**src/rtl/imem_loader_pkg.sv**
```systemverilog
// Shared types and defaults for the instruction-memory loader.
// Holds the FSM encoding and the word-address step used by the datapath.
package imem_loader_pkg;

  typedef enum logic [1:0] {
    StIdle,
    StLoad,
    StHold,
    StRun
  } state_e;

  localparam logic [31:0] BASE_ADDR_DEFAULT   = 32'h0000_0000;
  localparam int unsigned HOLD_CYCLES_DEFAULT = 2;

  localparam logic [31:0] WordBytes = 32'd4;

  // Wraps modulo 2^32 by construction of the 32-bit add.
  function automatic logic [31:0] addr_next(input logic [31:0] addr);
    return addr + WordBytes;
  endfunction

endpackage

```
**src/rtl/imem_loader_dp.sv**
```systemverilog
// Loader datapath: write address, remaining word count and reset-hold counter.
// All three registers are steered by strobes from the loader FSM.
module imem_loader_dp
  import imem_loader_pkg::*;
#(
  parameter logic [31:0] BaseAddr   = BASE_ADDR_DEFAULT,
  parameter int unsigned HoldCycles = HOLD_CYCLES_DEFAULT
) (
  input  logic        clk_i,
  input  logic        rst_ni,
  input  logic        load_i,
  input  logic [7:0]  load_count_i,
  input  logic        advance_i,
  input  logic        hold_load_i,
  input  logic        hold_full_i,
  input  logic        hold_dec_i,
  output logic [31:0] addr_o,
  output logic        last_o,
  output logic        hold_zero_o
);

  // Entering HOLD from LOAD spends one extra HOLD cycle on the final write,
  // so the reset-low window after that write is exactly HoldCycles long.
  localparam logic [31:0] HoldFull  = 32'(HoldCycles);
  localparam logic [31:0] HoldShort = (HoldCycles == 0) ? 32'd0 : 32'(HoldCycles - 1);

  logic [31:0] addr_q, addr_d;
  logic [7:0]  count_q, count_d;
  logic [31:0] hold_q, hold_d;

  always_comb begin
    addr_d  = addr_q;
    count_d = count_q;
    hold_d  = hold_q;

    if (load_i) begin
      addr_d  = BaseAddr;
      count_d = load_count_i;
    end else if (advance_i) begin
      addr_d  = addr_next(addr_q);
      count_d = count_q - 8'd1;
    end

    if (hold_load_i) begin
      hold_d = hold_full_i ? HoldFull : HoldShort;
    end else if (hold_dec_i && (hold_q != 32'd0)) begin
      hold_d = hold_q - 32'd1;
    end
  end

  always_ff @(posedge clk_i or negedge rst_ni) begin
    if (!rst_ni) begin
      addr_q  <= BaseAddr;
      count_q <= 8'd0;
      hold_q  <= 32'd0;
    end else begin
      addr_q  <= addr_d;
      count_q <= count_d;
      hold_q  <= hold_d;
    end
  end

  assign addr_o      = addr_q;
  assign last_o      = (count_q == 8'd1);
  assign hold_zero_o = (hold_q == 32'd0);

endmodule

```
**src/rtl/imem_loader.sv**
```systemverilog
// Streams instruction words into instruction memory while holding the CPU in
// reset, then releases the CPU a fixed number of cycles after the last write.
module imem_loader
  import imem_loader_pkg::*;
#(
  parameter logic [31:0] BASE_ADDR   = BASE_ADDR_DEFAULT,
  parameter int unsigned HOLD_CYCLES = HOLD_CYCLES_DEFAULT
) (
  input  logic        clk,
  input  logic        rst_n,
  input  logic        start,
  input  logic [7:0]  load_count,
  input  logic        in_valid,
  input  logic [31:0] in_data,
  output logic        in_ready,
  output logic        mem_we,
  output logic [31:0] mem_addr,
  output logic [31:0] mem_wdata,
  output logic        cpu_rst_n,
  output logic        busy,
  output logic        done
);

  state_e      state_q, state_d;
  logic        in_ready_q, in_ready_d;
  logic        mem_we_q, mem_we_d;
  logic [31:0] mem_addr_q, mem_addr_d;
  logic [31:0] mem_wdata_q, mem_wdata_d;
  logic        cpu_rst_n_q, cpu_rst_n_d;
  logic        busy_q, busy_d;
  logic        done_q, done_d;

  logic        dp_load, dp_advance;
  logic        hold_load, hold_full, hold_dec;
  logic [31:0] dp_addr;
  logic        last_word, hold_zero;
  logic        restart;

  imem_loader_dp #(
    .BaseAddr  (BASE_ADDR),
    .HoldCycles(HOLD_CYCLES)
  ) u_dp (
    .clk_i       (clk),
    .rst_ni      (rst_n),
    .load_i      (dp_load),
    .load_count_i(load_count),
    .advance_i   (dp_advance),
    .hold_load_i (hold_load),
    .hold_full_i (hold_full),
    .hold_dec_i  (hold_dec),
    .addr_o      (dp_addr),
    .last_o      (last_word),
    .hold_zero_o (hold_zero)
  );

  // A load in progress cannot be restarted; every other state honours start.
  assign restart = start && (state_q != StLoad);

  always_comb begin
    state_d     = state_q;
    mem_we_d    = 1'b0;
    mem_addr_d  = mem_addr_q;
    mem_wdata_d = mem_wdata_q;
    dp_load     = 1'b0;
    dp_advance  = 1'b0;
    hold_load   = 1'b0;
    hold_full   = 1'b0;
    hold_dec    = 1'b0;

    unique case (state_q)
      StLoad: begin
        if (in_valid && in_ready_q) begin
          mem_we_d    = 1'b1;
          mem_addr_d  = dp_addr;
          mem_wdata_d = in_data;
          dp_advance  = 1'b1;
          if (last_word) begin
            state_d   = StHold;
            hold_load = 1'b1;
            hold_full = 1'b1;
          end
        end
      end
      StHold: begin
        if (!restart) begin
          if (hold_zero) begin
            state_d = StRun;
          end else begin
            hold_dec = 1'b1;
          end
        end
      end
      default: ;
    endcase

    if (restart) begin
      if (load_count != 8'd0) begin
        state_d = StLoad;
        dp_load = 1'b1;
      end else begin
        state_d   = StHold;
        hold_load = 1'b1;
      end
    end

    // Outputs are registered from the next state so they align with state_q.
    in_ready_d  = (state_d == StLoad);
    cpu_rst_n_d = (state_d == StRun);
    busy_d      = (state_d == StLoad) || (state_d == StHold);
    done_d      = (state_d == StRun);
  end

  always_ff @(posedge clk or negedge rst_n) begin
    if (!rst_n) begin
      state_q     <= StIdle;
      in_ready_q  <= 1'b0;
      mem_we_q    <= 1'b0;
      mem_addr_q  <= BASE_ADDR;
      mem_wdata_q <= 32'd0;
      cpu_rst_n_q <= 1'b0;
      busy_q      <= 1'b0;
      done_q      <= 1'b0;
    end else begin
      state_q     <= state_d;
      in_ready_q  <= in_ready_d;
      mem_we_q    <= mem_we_d;
      mem_addr_q  <= mem_addr_d;
      mem_wdata_q <= mem_wdata_d;
      cpu_rst_n_q <= cpu_rst_n_d;
      busy_q      <= busy_d;
      done_q      <= done_d;
    end
  end

  assign in_ready  = in_ready_q;
  assign mem_we    = mem_we_q;
  assign mem_addr  = mem_addr_q;
  assign mem_wdata = mem_wdata_q;
  assign cpu_rst_n = cpu_rst_n_q;
  assign busy      = busy_q;
  assign done      = done_q;

endmodule

```
**config.mk**
```make
export PLATFORM = sky130hd
export DESIGN_NAME = imem_loader
export DESIGN_NICKNAME = d
export VERILOG_FILES = /design/src/rtl/imem_loader_pkg.sv /design/src/rtl/imem_loader_dp.sv /design/src/rtl/imem_loader.sv
export SDC_FILE = /design/constraint.sdc
export NUM_CORES = 1
export LEC_CHECK = 0
export ABC_AREA = 1
export BUFFER_PORTS_ARGS = -buffer_cell sky130_fd_sc_hd__buf_4
export CORE_ASPECT_RATIO = 1.25
export CORE_MARGIN = 8
export CORE_UTILIZATION = 59
export CTS_BUF_LIST = sky130_fd_sc_hd__clkbuf_4
export CTS_CLUSTER_DIAMETER = 30
export DETAILED_ROUTE_END_ITERATION = 12
export PLACE_DENSITY = 0.83
export SLEW_MARGIN = 20
export SYNTH_ARGS = -nofsm -noshare
export SYNTH_HDL_FRONTEND = slang
export SYNTH_SLANG_ARGS = --single-unit
```
**constraint.sdc**
```tcl
create_clock -name clk -period 5.06 [get_ports clk]
set_input_delay 1.012 -clock clk [delete_from_list [all_inputs] [get_ports clk]]
set_output_delay 1.012 -clock clk [all_outputs]
set_load 0.005 [all_outputs]
```
# Yosys cells after proc, flatten, opt, wreduce, memory -nomap -nowiden
# Index checks and enable logic that the tools add are counted.
# Widths: inputs -> output; s select.
[classes]
addsub = 3
n_eq_ne = 7
mux = 25
reduce_logical = 10
[op_table]
columns = ["cell", "count"]
rows = [
  ["$mux 32", 4],
  ["$add 32x3->32 const B", 1],
  ["$logic_not 32->1", 1],
  ["$reduce_bool 32->1", 1],
  ["$sub 32x1->32 const B", 1],
  ["$mux 8", 2],
  ["$mux 1", 12],
  ["$mux 2", 6],
  ["$eq 8x1->1 const B", 1],
  ["$reduce_bool 8->1", 1],
  ["$sub 8x1->8 const B", 1],
  ["$eq 2x2->1 const B", 3],
  ["$eq 2x1->1 const B", 2],
  ["$pmux 2 s2", 1],
  ["$reduce_bool 2->1", 2],
  ["$logic_and 1x1->1", 3],
  ["$ne 2x1->1 const B", 1],
  ["$reduce_and 2->1", 1],
  ["$logic_or 1x1->1", 1],
]
[totals]
register_bits = 142
output_inout_bits = 69
elab_cells = 55

# Longest topological paths before layout
[depth]
word_depth = 7
ltp_mapped = 11
mapped_depth_nobuf = 11

# By module
# A second synthesis with hierarchy kept.
[hier_totals]
cells_unflattened = 992
hier_area_um2 = 7274.5
[by_module_without_submodules]
columns = ["mod", "n_inst", "cells_per_inst", "area_each_um2", "seq_area_each_um2"]
rows = [
  ["imem_loader_dp", 1, 670, 4433.0, 1751.7],
  ["imem_loader", 1, 322, 2841.5, 1751.7],
]

# Least setup slack after synthesis
# No wires, ideal clock.
[synth_timing]
kind = "input to register"
start = "input load_count[7]"
end = "register busy_q (netlist: busy)"
setup_time_ns = 0.113
arrival_time_ns = 2.197
setup_slack_ns = 2.750
path_stages = 7
path_buffers = 1
path_cell_list = "nor2_1 nand2_1 o21ai_2 clkbuf_1 nand3_1 ha_1 inv_1"
[synth_via]
elab_chain_len = 5
elab_cells_between_ends = 6
classes_between = "eq/ne: 2; mux: 2; reduce/logical: 2"
[synth_lines]
columns = ["element", "line_no", "source"]
rows = [
  ["from (decl)", "imem_loader.sv:12", "input logic [7:0] load_count,"],
  ["$reduce_bool 8->1 *", "imem_loader.sv:97", "if (load_count != 8'd0) begin"],
  ["$mux 2 *", "imem_loader.sv:97", ""],
  ["$mux 2 *", "imem_loader.sv:96", "if (restart) begin"],
  ["via state_d[0]", "imem_loader.sv:24", "state_e state_q, state_d;"],
  ["$eq 2x1->1 or $eq 2x2->1 (tied branches)", "imem_loader.sv:109", "busy_d = (state_d == StLoad) || (state_d == StHold);"],
  ["$logic_or 1x1->1 *", "imem_loader.sv:109", ""],
  ["via busy_d", "imem_loader.sv:30", "logic busy_q, busy_d;"],
  ["to (signal assigned)", "imem_loader.sv:130", "busy_q <= busy_d;"],
  ["to (decl)", "imem_loader.sv:30", ""],
]
# Mark *: on every way through the listed nets, which the timed path passes. The rest lies on a longest branch.
# A chain may end at the register's enable or synchronous reset.

# Worst setup path after layout
[layout_timing]
start = "register state_q[1]"
end = "register u_dp.addr_q[31] (netlist: u_dp.addr_o[31])"
[layout_via]
elab_chain_len = 4
elab_cells_between_ends = 7
classes_between = "eq/ne: 2; mux: 3; reduce/logical: 2"
[layout_lines]
columns = ["element", "line_no", "source"]
rows = [
  ["from (decl)", "imem_loader.sv:24", ""],
  ["from (signal assigned)", "imem_loader.sv:115", "state_q <= StIdle;"],
  ["from (signal assigned)", "imem_loader.sv:124", "state_q <= state_d;"],
  ["$ne 2x1->1", "imem_loader.sv:57", "assign restart = start && (state_q != StLoad);"],
  ["$logic_and 1x1->1", "imem_loader.sv:57", ""],
  ["$mux 1", "imem_loader.sv:96", ""],
  ["$mux 32 or $reduce_bool 2->1 (tied branches)", "n/a", ""],
  ["to (signal assigned)", "imem_loader_dp.sv:53", "addr_q <= BaseAddr;"],
  ["to (signal assigned)", "imem_loader_dp.sv:57", "addr_q <= addr_d;"],
  ["to (decl)", "imem_loader_dp.sv:27", "logic [31:0] addr_q, addr_d;"],
]
# Several ways; a longest one is shown, not always the timed one.

==> results.py <==
metrics = {
    "run_status": {
        "outcome": "complete, no violations",
    },
    "global_route": {
        "overflow": 0,
        "antenna_found_initial": 1,
        "grt_max_degree": 107,
        "grt_pass1_vias": 6536,
        "grt_util_all_layers_pct": 23.4,
        "grt_first_pass_wirelength_mm": 30.2,
    },
    "power": {
        "p_per_area_nw_per_um2": 541,
        "p_leak_nw": 4.48,
        "ir_drop_mv": 0.335,
    },
    "sta": {
        "rsz0062_at_grt": "false",
        "fin_crit_sh_pct": 54.0,
        "fin_crit_ns": 2.73,
        "setup_violations": 0,
        "skew_ns": 0.0222,
        "max_freq_mhz": 366,
        "layout_setup_ws_ns": 2.33,
        "tightest_slew_ns": 1.04,
        "hold_violations": 0,
        "tns_ns": 0,
        "finalMaxSlewViolations": 0,
        "relSlewSlack_pct": 30.6,
    },
    "drt": {
        "dr.pass1.iters": 5,
        "vias": 6681,
        "vias_per_cell": 5.37,
        "drt-initial-drc-count": 529,
        "totalWireLength_mm": 17.9,
        "drc": 0,
        "antenna_left": 0,
        "wl_per_cell_um": 14.4,
    },
    "setup_path": {
        "crit_path_end_kind": "flip-flop",
        "slowest_stage": "inv_2",
        "r2r_end": "u_dp.addr_o[31]$_DFFE_PN0P_",
        "crit_type": "flip-flop to flip-flop",
        "critical-path-top-delay-family": "buffers and inverters",
        "slowest_delay_ns": 0.90,
        "required_ns": 5.50,
        "arrival_ns": 3.17,
        "path_cells": "inv_1, ha_1, nand3_4, inv_2, and3_1, nand3_1, nand2_1, nor2_1",
        "start_kind": "flip-flop",
        "reg2reg_slack_ns": 2.33,
        "r2r_start": "state_q[1]$_DFF_PN0_",
        "path_buf_inv": 2,
        "rr_worst_depth": 8,
        "path_max_fanout": 61,
    },
    "die": {
        "initial_core_util_pct": 59.7,
        "io_pins": 113,
        "die_h_um": 139,
        "dieArea_um2": 15900,
        "rows": 45,
        "fp.dieW_um": 115,
        "core_area_um2": 12000,
    },
    "cells_and_area": {
        "fin_util_pct": 70.0,
        "fin_nets": 1118,
        "fin_area_um2": 8400,
        "drive_gt1_share_pct": 15.4,
        "syn_to_final_growth_pct": 17.3,
    },
    "logic_synthesis": {
        "seq_area_frac_synth_pct": 48.2,
        "synth_top_flop_cell": "dfrtp_1",
        "avgSynthCellArea_um2": 7.42,
        "ys_async_sr_fraction_pct": 100,
        "synth-edff-count": 0,
        "syn_inst": 965,
        "yosys_warnings": 0,
        "synth_area_um2": 7160,
        "ys_types": 35,
        "ys_ff_latch": 138,
    },
    "cts": {
        "clock_path_buffers": 2,
        "ctsHoldBuffers": 0,
        "clkLatencyLatePin_ns": 0.56,
        "cts_htree_levels": 4,
        "cts_made_buffers": 17,
        "clkTransAtPathRegs_ns": 0.10,
        "cts-root-buf": "clkbuf_4",
        "clkSinkCount": 138,
        "post_cts_buffers": 0,
        "cts_tree": "yes",
        "ctsResizeCount": 0,
    },
    "worst_hold_path": {
        "hold_class": "flip-flop to flip-flop",
        "hp-start": "mem_wdata[23]$_DFFE_PN0P_",
        "whs_path_depth": 2,
        "min_to": "mem_wdata[23]$_DFFE_PN0P_",
    },
    "place": {
        "gp_congestion": 0.958,
        "placed_area_um2": 8060,
        "io_buffer_count": 110,
        "hpwl_mm": 12.7,
        "place_worst_setup_slack_ns": 2.00,
    },
    "run": {
        "cap_violations": 0,
    },
}
[worst register-to-register path, stage by stage (launching register included)]
cell	delay [ns]
dfrtp_1	0.42
inv_1	0.07
ha_1	0.27
nand3_4	0.39
inv_2	0.90
and3_1	0.36
nand3_1	0.10
nand2_1	0.08
nor2_1	0.04
[sequential cells by signal (all words and copies together) (netlist names)]
register      count
done              1
mem_addr         30
in_ready          1
u_dp.count_q      8
busy              1
mem_wdata        32
state_q           2
mem_we            1
u_dp.addr_o      30
u_dp.hold_q      32
[cell usage after synthesis, types with 4 or more instances]
cell | instances | area [um^2]
a21oi_1 | 19 | 95.1
buf_2 | 13 | 65.1
clkbuf_1 | 15 | 56.3
dfrtp_1 | 138 | 3450
ha_1 | 9 | 113
inv_1 | 70 | 263
nand2_1 | 344 | 1290
nand3_1 | 84 | 420
nand4_1 | 35 | 219
nor2_1 | 131 | 492
nor2_2 | 5 | 31.3
nor3_1 | 7 | 35.0
o21ai_0 | 41 | 205
o21bai_1 | 5 | 37.5
or2_2 | 4 | 25.0
xor2_1 | 13 | 114
[how the worst max path moves through the flow]
stage	to	cells past startpoint	startpoint	slack [ns]
floorplan	busy$_DFF_PN0_	7	load_count[7]	2.75
global placement	u_dp.addr_o[31]$_DFFE_PN0P_	7	in_valid	2.02
detailed placement	u_dp.count_q[4]$_DFFE_PN0P_	6	in_valid	2.00
CTS	u_dp.addr_o[31]$_DFFE_PN0P_	8	state_q[1]$_DFF_PN0_	2.32
global route	u_dp.count_q[4]$_DFFE_PN0P_	7	state_q[1]$_DFF_PN0_	2.11
finish	u_dp.addr_o[31]$_DFFE_PN0P_	8	state_q[1]$_DFF_PN0_	2.33
[where the power goes]
part           internal [mW]  switching (mW)  total [mW]
Sequential              1.38           0.240        1.62
Combinational          0.772            1.33        2.10
Clock                  0.416           0.404       0.820
Total                   2.56            1.98        4.54
[cell usage in the layout, fill, tap and decap left out, types with 9 or more instances in the layout]
| master | netlist | routed |
|---|---|---|
| nand2_1 | 344 | 343 |
| nand3_1 | 84 | 84 |
| clkbuf_4 | 0 | 21 |
| ha_1 | 9 | 9 |
| o21ai_0 | 41 | 41 |
| a21oi_1 | 19 | 19 |
| inv_1 | 70 | 70 |
| nand4_1 | 35 | 35 |
| nor2_1 | 131 | 131 |
| dfrtp_1 | 138 | 138 |
| buf_4 | 3 | 113 |
| xor2_1 | 13 | 13 |
[layer usage]
| metal | vias up | global-route usage (%) | routed length, um |
|---|---|---|---|
| li1 | 3287 | - | - |
| met1 | 3156 | 28.0 | 7400 |
| met4 | 0 | 11.8 | 533 |
| met3 | 42 | 4.62 | 845 |
| met2 | 196 | 38.9 | 9090 |
| met5 | - | 0 | 0 |
[stage by stage]
step                hold slack (ns)  total power, mW  std cells
detailed placement            0.467             3.72       1210
finish                        0.490             4.54       1244
global route                  0.515             4.92       1244
CTS                           0.495             4.55       1242
floorplan                     0.465             3.07        966
global placement              0.464             3.68       1210
[cell type report]
| type | instances | area (um^2) |
|---|---|---|
| Fill cell | 1026 | 3590 |
| Sequential cell | 138 | 3450 |
| Multi-Input combinational cell | 720 | 3270 |
| Timing Repair Buffer | 114 | 860 |
| Inverter | 74 | 278 |
| Tap cell | 164 | 205 |
| Clock inverter | 11 | 170 |
| Clock buffer | 21 | 158 |
| Antenna cell | 2 | 5.00 |
[kinds of logic (layout without fill, tap and decap cells)]
| family | count (synthesis) | after routing | synth area share (%) |
|---|---|---|---|
| compound gates | 75 | 75 | 5.89 |
| xor+xnor | 14 | 14 | 1.71 |
| fa+ha+maj | 9 | 9 | 1.57 |
| buf+inv | 108 | 220 | 6.36 |
| flops | 138 | 138 | 48.2 |
| other cells | 1 | 4 | 0.0524 |
| simple gates | 620 | 620 | 36.2 |
Note: power is estimated with default switching activity, not from simulation.
